### src/rtl/pdh_cmd_dispatcher.sv
// PS-to-PL command dispatcher: synchronizes a GPIO command word, fires one-cycle enables
// to function modules and reports completion in a status word. DISPATCH_TIMEOUT_EN adds a WAIT timeout.
module pdh_cmd_dispatcher #(
  parameter int NUM_MODULES    = 4,
  parameter int TIMEOUT_CYCLES = 1024
) (
  input  logic                     clk,
  input  logic                     rst_n,
  input  logic [31:0]              gpio_i,
  output logic [NUM_MODULES-1:0]   en_o,
  output logic [26:0]              data_o,
  input  logic [NUM_MODULES-1:0]   done_i,
  input  logic [8*NUM_MODULES-1:0] result_i,
  output logic [31:0]              status_o
);
  localparam logic [3:0] CMD_STROBE = 4'hE;
  localparam logic [3:0] NUM_MOD_C  = 4'(NUM_MODULES);

  typedef enum logic [1:0] {S_IDLE, S_ISSUE, S_WAIT, S_REPORT} state_e;

  state_e                   state_q, state_d;
  logic [30:0]              sync1_q, sync1_d, sync2_q, sync2_d;
  logic [1:0]               vld_q, vld_d;
  logic                     prev_ns_q, prev_ns_d;
  logic [3:0]               stg_cmd_q, stg_cmd_d;
  logic [26:0]              stg_data_q, stg_data_d;
  logic [3:0]               idx_q, idx_d;
  logic [NUM_MODULES-1:0]   en_q, en_d;
  logic [26:0]              data_q, data_d;
  logic [7:0]               lat_res_q, lat_res_d;
  logic [3:0]               lat_cmd_q, lat_cmd_d;
  logic                     lat_inv_q, lat_inv_d, lat_to_q, lat_to_d;
  logic [7:0]               res_q, res_d, seq_q, seq_d;
  logic [3:0]               cmd_q, cmd_d;
  logic                     inv_q, inv_d, to_q, to_d, ovr_q, ovr_d, busy_q, busy_d;
  logic                     strobe, done_sel, timeout_hit, is_module;
  logic [7:0]               res_sel;
  logic [NUM_MODULES-1:0]   en_sel;
  logic [3:0]               sync_cmd;
  logic                     unused_gpio31;

  assign unused_gpio31 = gpio_i[31];
  assign sync_cmd      = sync2_q[30:27];
  // A strobe needs a genuinely sampled non-STROBE word before it; the valid pipe
  // keeps a STROBE held across reset release from firing.
  assign strobe        = prev_ns_q && (sync_cmd == CMD_STROBE);
  assign is_module     = (stg_cmd_q != 4'h0) && (stg_cmd_q <= NUM_MOD_C);

  always_comb begin
    done_sel = 1'b0;
    res_sel  = 8'h00;
    en_sel   = '0;
    for (int m = 0; m < NUM_MODULES; m++) begin
      en_sel[m] = (stg_cmd_q == 4'(m + 1));
      if (idx_q == 4'(m)) begin
        done_sel = done_i[m];
        res_sel  = result_i[8*m +: 8];
      end
    end
  end

`ifdef DISPATCH_TIMEOUT_EN
  logic [15:0] tmo_q, tmo_d;
  always_comb begin
    tmo_d = 16'd0;
    if (state_q == S_WAIT && !done_sel) tmo_d = tmo_q + 16'd1;
  end
  assign timeout_hit = (state_q == S_WAIT) && !done_sel && (tmo_q == 16'(TIMEOUT_CYCLES - 1));
  always_ff @(posedge clk) begin
    if (!rst_n) tmo_q <= 16'd0;
    else        tmo_q <= tmo_d;
  end
`else
  assign timeout_hit = 1'b0;
`endif

  always_comb begin
    sync1_d    = gpio_i[30:0];
    sync2_d    = sync1_q;
    vld_d      = {vld_q[0], 1'b1};
    prev_ns_d  = vld_q[1] && (sync_cmd != CMD_STROBE);
    stg_cmd_d  = stg_cmd_q;
    stg_data_d = stg_data_q;
    if (sync_cmd != CMD_STROBE) begin
      stg_cmd_d  = sync_cmd;
      stg_data_d = sync2_q[26:0];
    end
    state_d   = state_q;
    idx_d     = idx_q;
    en_d      = '0;
    data_d    = data_q;
    lat_res_d = lat_res_q;
    lat_cmd_d = lat_cmd_q;
    lat_inv_d = lat_inv_q;
    lat_to_d  = lat_to_q;
    res_d     = res_q;
    cmd_d     = cmd_q;
    inv_d     = inv_q;
    to_d      = to_q;
    seq_d     = seq_q;
    ovr_d     = ovr_q;
    case (state_q)
      S_IDLE: if (strobe) begin
        ovr_d     = 1'b0;
        lat_cmd_d = stg_cmd_q;
        lat_res_d = 8'h00;
        lat_to_d  = 1'b0;
        lat_inv_d = 1'b0;
        if (is_module) begin
          state_d = S_ISSUE;
          idx_d   = stg_cmd_q - 4'd1;
          en_d    = en_sel;
          data_d  = stg_data_q;
        end else begin
          state_d   = S_REPORT;
          lat_inv_d = (stg_cmd_q != 4'h0);
        end
      end
      S_ISSUE: state_d = S_WAIT;
      S_WAIT: begin
        if (done_sel) begin
          lat_res_d = res_sel;
          state_d   = S_REPORT;
        end else if (timeout_hit) begin
          lat_res_d = 8'hFF;
          lat_to_d  = 1'b1;
          state_d   = S_REPORT;
        end
      end
      S_REPORT: begin
        res_d   = lat_res_q;
        cmd_d   = lat_cmd_q;
        inv_d   = lat_inv_q;
        to_d    = lat_to_q;
        seq_d   = seq_q + 8'd1;
        state_d = S_IDLE;
      end
      default: state_d = S_IDLE;
    endcase
    if (strobe && state_q != S_IDLE) ovr_d = 1'b1;
    busy_d = (state_d != S_IDLE);
  end

  always_ff @(posedge clk) begin
    if (!rst_n) begin
      state_q    <= S_IDLE;
      sync1_q    <= '0;
      sync2_q    <= '0;
      vld_q      <= '0;
      prev_ns_q  <= 1'b0;
      stg_cmd_q  <= '0;
      stg_data_q <= '0;
      idx_q      <= '0;
      en_q       <= '0;
      data_q     <= '0;
      lat_res_q  <= '0;
      lat_cmd_q  <= '0;
      lat_inv_q  <= 1'b0;
      lat_to_q   <= 1'b0;
      res_q      <= '0;
      cmd_q      <= '0;
      inv_q      <= 1'b0;
      to_q       <= 1'b0;
      seq_q      <= '0;
      ovr_q      <= 1'b0;
      busy_q     <= 1'b0;
    end else begin
      state_q    <= state_d;
      sync1_q    <= sync1_d;
      sync2_q    <= sync2_d;
      vld_q      <= vld_d;
      prev_ns_q  <= prev_ns_d;
      stg_cmd_q  <= stg_cmd_d;
      stg_data_q <= stg_data_d;
      idx_q      <= idx_d;
      en_q       <= en_d;
      data_q     <= data_d;
      lat_res_q  <= lat_res_d;
      lat_cmd_q  <= lat_cmd_d;
      lat_inv_q  <= lat_inv_d;
      lat_to_q   <= lat_to_d;
      res_q      <= res_d;
      cmd_q      <= cmd_d;
      inv_q      <= inv_d;
      to_q       <= to_d;
      seq_q      <= seq_d;
      ovr_q      <= ovr_d;
      busy_q     <= busy_d;
    end
  end

  assign en_o     = en_q;
  assign data_o   = data_q;
  assign status_o = {8'h00, seq_q, ovr_q, to_q, inv_q, busy_q, cmd_q, res_q};
endmodule
### config.mk
export PLATFORM = sky130hd
export DESIGN_NAME = pdh_cmd_dispatcher
export DESIGN_NICKNAME = d
export VERILOG_FILES = /design/src/rtl/pdh_cmd_dispatcher.sv
export SDC_FILE = /design/constraint.sdc
export NUM_CORES = 1
export LEC_CHECK = 0
export ABC_AREA = 1
export BUFFER_PORTS_ARGS = -buffer_cell sky130_fd_sc_hd__buf_2
export CAP_MARGIN = 10
export CORE_ASPECT_RATIO = 0.5
export CORE_MARGIN = 4
export CORE_UTILIZATION = 34
export CTS_CLUSTER_DIAMETER = 100
export DETAILED_ROUTE_END_ITERATION = 12
export GPL_ROUTABILITY_DRIVEN = 0
export GPL_TIMING_DRIVEN = 1
export HOLD_SLACK_MARGIN = 0.05
export PLACE_DENSITY = 0.58
export SETUP_SLACK_MARGIN = 0.2
export SLEW_MARGIN = 20
export SYNTH_ARGS = -nofsm -noshare
export SYNTH_HDL_FRONTEND = slang
export SYNTH_SLANG_ARGS = --single-unit
### constraint.sdc
create_clock -name clk -period 1.6 [get_ports clk]
set_input_delay 0.08 -clock clk [delete_from_list [all_inputs] [get_ports clk]]
set_output_delay 0.08 -clock clk [all_outputs]
set_load 0.02 [all_outputs]
* After elaboration in Yosys (flattened, before gate mapping)
Cells that the tools add are included.
** Storage, ports and cells
- Register bits :: 169
- Bits in latches :: 0
- RAM bits :: 0
- Bits in read-only memories :: 0
- Memories kept :: 0
** Cells by class
- Add/subtract/negate cells :: 2
- Multiply operators :: 0
- Div/mod/pow operators :: 0
- $lt $le $gt $ge :: 1
- Eq/ne operators :: 14
- Shifts and indexed selects :: 0
- Multiplexer cells :: 20
- Bitwise logic cells :: 0
- Reductions and logical operators :: 17
** Operator list (number)
- 2-to-1 mux 8 bit :: 6
- == test 4 x 2 -> 1 bit (second input constant) :: 4
- one-hot mux 8 bit (2 select lines) :: 1
- nonzero test 2 bit :: 5
- 2-to-1 mux 1 bit :: 9
- adder 8 x 1 -> 8 bit (second input constant) :: 1
- == test 4 x 1 -> 1 bit (second input constant) :: 2
- one-hot mux 2 bit (4 select lines) :: 1
- 2-to-1 mux 2 bit :: 3
- AND reduction 3 bit :: 2
- == test 2 bit (second input constant) :: 2
- == test 4 x 3 -> 1 bit (second input constant) :: 1
- == test 4 bit (second input constant) :: 1
- less-or-equal comparator 4 x 3 -> 1 bit (second input constant) :: 1
- logical AND 1 bit :: 4
- logical NOT 4 bit :: 1
- inequality test 2 bit (second input constant) :: 2
- inequality test 4 bit (second input constant) :: 1
- AND reduction 2 bit :: 2
- AND reduction 4 bit :: 1
- nonzero test 4 bit :: 1
- subtractor 4 x 1 -> 4 bit (second input constant) :: 1
- == test 2 x 1 -> 1 bit (second input constant) :: 1
- logical NOT 2 bit :: 1

* Depth between registers and ports, before layout
- Depth in word-level cells :: 8
- Depth in mapped cells :: 10

* Worst setup path before layout
No wires, ideal clock.
- Kind :: reg2reg
- Start point :: register stg_cmd_q[0]
- End point :: register data_q[10] (netlist: data_o[10])
- Arrival :: 1368 ps
- Required time :: 1487 ps
- Slack :: 119 ps
- Cell stages (with the launch flop) :: 9
- Cell sequence :: dfxtp_1 -> inv_1 -> ha_1 -> o21ai_1 -> nand2_4 -> buf_6 -> buf_6 -> o21ai_1 -> nor2_1
** Between the ends
- Longest elaborated chain between the ends :: 3
- Elaborated cells on any way between the ends :: 4
** Ends and longest elaborated chain
- from (decl) :: RTL line 25 : logic [3:0] stg_cmd_q, stg_cmd_d;
- from (signal assigned) :: RTL line 173 : stg_cmd_q <= stg_cmd_d;
- less-or-equal comparator 4 x 3 -> 1 bit / nonzero test 4 bit (equally long branches) :: RTL line 47 : assign is_module = (stg_cmd_q != 4'h0) && (stg_cmd_q <= NUM_MOD_C);
- logical AND 1 bit (*) :: RTL line 47
- AND reduction 3 bit (no source line) (*)
- to (signal assigned) :: RTL line 177 : data_q <= data_d;
- to (decl) :: RTL line 29 : logic [26:0] data_q, data_d;
Mark *: on every way between the ends. The rest lies on a longest branch, timed or not.
A chain may end at the register's enable or synchronous reset.

* Worst setup path in the final report
- Start point :: register sync2_q[30]
- End point :: register data_q[20] (netlist: data_o[20])
** Between the ends
- Longest elaborated chain between the ends :: 3
** Ends and longest elaborated chain
- from (decl) :: RTL line 22 : logic [30:0] sync1_q, sync1_d, sync2_q, sync2_d;
- from (signal assigned) :: RTL line 170 : sync2_q <= sync2_d;
- == test 4 bit :: RTL line 46 : assign strobe = prev_ns_q && (sync_cmd == CMD_STROBE);
- logical AND 1 bit :: RTL line 46
- AND reduction 3 bit (no source line)
Every way passes these cells.

==> key figures <==
Timing
  • Pins Over Slew Limit: 0
  • Final setup fails: 0
  • Setup total negative slack: 0 ns
  • Tmin final: 1.42 ns
  • FMAX: around 0.70 GHz
  • Min Hold Slack: ~0.14 ns
  • Layout Skew: 0.0109 ns
  • RSZ-0062 raised after global routing: true
  • Final Hold Viols: 0
  • Period utilisation layout: 89.0%

Clock tree
  • Clk buf depth: 2
  • CTS HTree Levels: 4
  • Clk_lat worst skew: approximately 0.41 ns
  • CTS clk-pin slew, worst paths: 0.07 ns
  • Clock Sinks: 169
  • CTS tree: yes
  • Total CTS buffers: 17
  • CTS root buf: clkbuf_16

Yosys
  • Flops & latches, synth: approximately 170
  • Sequential area share after synthesis: between 50% and 60%
  • Post-synth EDFFs: 0
  • Ys flop type: dfxtp_1
  • Syn Std Cell Area: around 6100 sq um
  • Async S/R FF share, synth: 0%
  • Synth warn: 0
  • Gate Count Post-Synth: 770
  • Mean Syn Cell Area: 7.94 sq um
  • Library cells used by synthesis: 34

Critical path
  • CP Capture Type: register
  • Worst-path cell chain: nand2_4 -> nor2_4 -> buf_6 -> nand3_4 -> clkinv_4 -> nand2_8 -> buf_12 -> o21ai_1 -> nor2_1
  • Critical path class: reg -> reg
  • Slowest CP cell: dfxtp_4
  • Slowest stage delay, CP: around 0.37 ns
  • Required time worst endpoint: ~1.9 ns
  • Critical path fanouts, max: 29
  • Worst R2R End: data_o[20]$_SDFFE_PN0P_
  • Reg2Reg Depth: 9
  • Reg-to-reg startpoint: sync2_q[30]$_SDFF_PN0_
  • R2R Setup Slk: around 0.18 ns
  • Nature of the critical path startpoint: register
  • CP Data Arrival Time: about 1.7 ns

Layout
  • Most common cell after layout, fill and taps aside: nor2_1
  • Utilization after layout: between 40% and 50%
  • ANT cells: 0
  • Area delta synth->final: 39.0%
  • Fillers: between 1500 and 2000
  • Share of cells above drive strength 1: 28.4%
  • Nets: 1025
  • Commonest cells after routing, fill and taps aside: nor2_1 (170), dfxtp_1 (156), buf_2 (121)

Detailed routing
  • Routed WL: approximately 14000 um
  • Initial DRC Count: approximately 260
  • Final ANT Viol Nets: 0
  • Vias per cell: roughly 4.4
  • DRT Pass-1 Iters: 5
  • Routed wire per std cell: about 12 um
  • Remaining DRCs: 0
  • Vias: approximately 5200

Run status
  • Status: finished clean

Run
  • Max-Cap Viols: 0

Hold path
  • Worst hold start: result_i[12]
  • Hold Path Class: in -> reg
  • Hold Path End: lat_res_q[4]$_SDFFE_PN0P_
  • Worst hold path cell count: 7

Global routing
  • Largest net degree at the start of global routing: 46
  • Vias in the first global route: 4572
  • First-pass GRT wire length: ~23000 um
  • Initial antenna violation count: 0
  • Tot GR Track Use: 14.0%
  • Total gr overflow: 0

Die
  • Vert. Die Dim: between 100 and 150 um
  • # IOs: 133
  • Die area: between 20000 and 25000 sq um
  • Site Rows: 34
  • Core area: approximately 17000 sq um
  • Initial Utilization: between 30% and 40%
  • Die X: between 150 and 200 um

Power and ir drop
  • VDD IR max: about 680 uV
  • LEAKAGE: 4.30 nW
  • Cell Pwr Density: 1120 nW/um^2

Placement
  • Detailed Place HPWL: a little over 9000 um
  • I/O Buffers: approximately 120
==> sequential cells by signal, summed over array words and instances, names as in the netlist <==
signal / count
idx_q: 4
sync1_q: 31
lat_cmd_q: 4
inv_q: 1
prev_ns_q: 1
lat_res_q: 8
lat_inv_q: 1
state_q: 2
sync2_q: 31
data_o: 27
en_o: 4
cmd_q: 4
busy_q: 1
stg_data_q: 27
seq_q: 8
ovr_q: 1
res_q: 8
vld_q: 2
stg_cmd_q: 4
==> power by group <==
group / internal (W) / switching [W] / total [W]
registers: 0.00439 / 0.000100 / 0.00449
clock network: 0.00211 / 0.00193 / 0.00404
logic: 0.000472 / 0.000523 / 0.000995
==> worst max path at each step <==
stage / depth (start not counted) / startpoint / endpoint / slack [ns]
2_1_floorplan: 7 / state_q[1]$_SDFF_PN0_ / seq_q[6]$_SDFFE_PN0N_ / 0.20
3_3_place_gp: 8 / stg_cmd_q[1]$_SDFFE_PN0P_ / data_o[26]$_SDFFE_PN0P_ / 0.10
3_5_place_dp: 8 / state_q[1]$_SDFF_PN0_ / seq_q[7]$_SDFFE_PN0N_ / 0.05
4_1_cts: 10 / sync2_q[27]$_SDFF_PN0_ / data_o[26]$_SDFFE_PN0P_ / 0.19
5_1_grt: 9 / sync2_q[28]$_SDFF_PN0_ / data_o[23]$_SDFFE_PN0P_ / 0.09
6_report: 9 / sync2_q[30]$_SDFF_PN0_ / data_o[20]$_SDFFE_PN0P_ / 0.18
==> layer usage <==
metal,global-route usage (%),vias to the layer above,routed length [um]
met4,4.44,0,233
met2,23.0,137,6460
met5,0,-,0
li1,-,2727,-
met1,18.5,2318,6860
met3,3.04,19,900
==> cells by family after synthesis <==
logic type | count (synthesis) | share of synthesized area, %
and+or+nand+nor | 339 | 23.1
DFF | 169 | 55.3
buffers and inverters | 137 | 10.0
AOI/OAI and AO/OA | 115 | 9.70
adders and majority gates | 8 | 1.64
xor gates and xnor gates | 1 | 0.143
other | 1 | 0.0613
==> cell usage after synthesis, types with 3 or more instances <==
library cell,count,area [sq um]
inv_1,84,315
nand3_1,29,145
ha_1,8,100
nand3_2,3,30.0
nor2_1,175,657
nand2_1,112,420
nand2_2,4,25.0
nor3_1,5,25.0
buf_6,4,45.0
dfxtp_1,169,3380
clkbuf_1,22,82.6
nor3b_1,4,30.0
o21ai_1,11,55.1
buf_4,16,120
a21oi_1,22,110
inv_2,3,11.3
o21ai_0,75,375
==> repair_timing <==
| item | 4_1_cts | 5_1_grt |
|---|---|---|
| gates resized for setup | 51 | 59 |
| buffers inserted | 11 | 9 |
| setup endpoints to repair | 61 | 65 |
| hold buffers | 32 | 0 |
| hold endpoints to repair | 38 | 0 |
| cloned | 3 | 1 |
| pin swaps | 8 | 9 |
==> through the flow <==
stage,power (W),setup WS [ns],cells,instance area (sq um)
floorplan,0.00511,0.203,778,6150
global placement,0.00533,0.100,1106,7010
detailed placement,0.00534,0.0503,1106,7010
CTS,0.00957,0.186,1184,8220
global route,0.00994,0.0893,1194,8500
finish,0.00953,0.176,1194,8500
==> layout make-up <==
type | count | area (sq um) | area share, %
flip-flops and latches | 169 | 3410 | 40.2
multi-input cells | 473 | 2400 | 28.2
repair buffers | 196 | 1440 | 17.0
clock buffers | 17 | 425 | 5.01
inverters | 90 | 358 | 4.21
well taps | 234 | 293 | 3.45
clock inverters | 15 | 168 | 1.97
==> critical path: cells and delay by family, from the launching register on <==
kind	cells	cell delay, ns
buffers and inverters	3	0.37
DFF	1	0.37
and+or+nand+nor	5	0.41
AOI/OAI and AO/OA	1	0.15
Power figures use the tool's default switching activity.
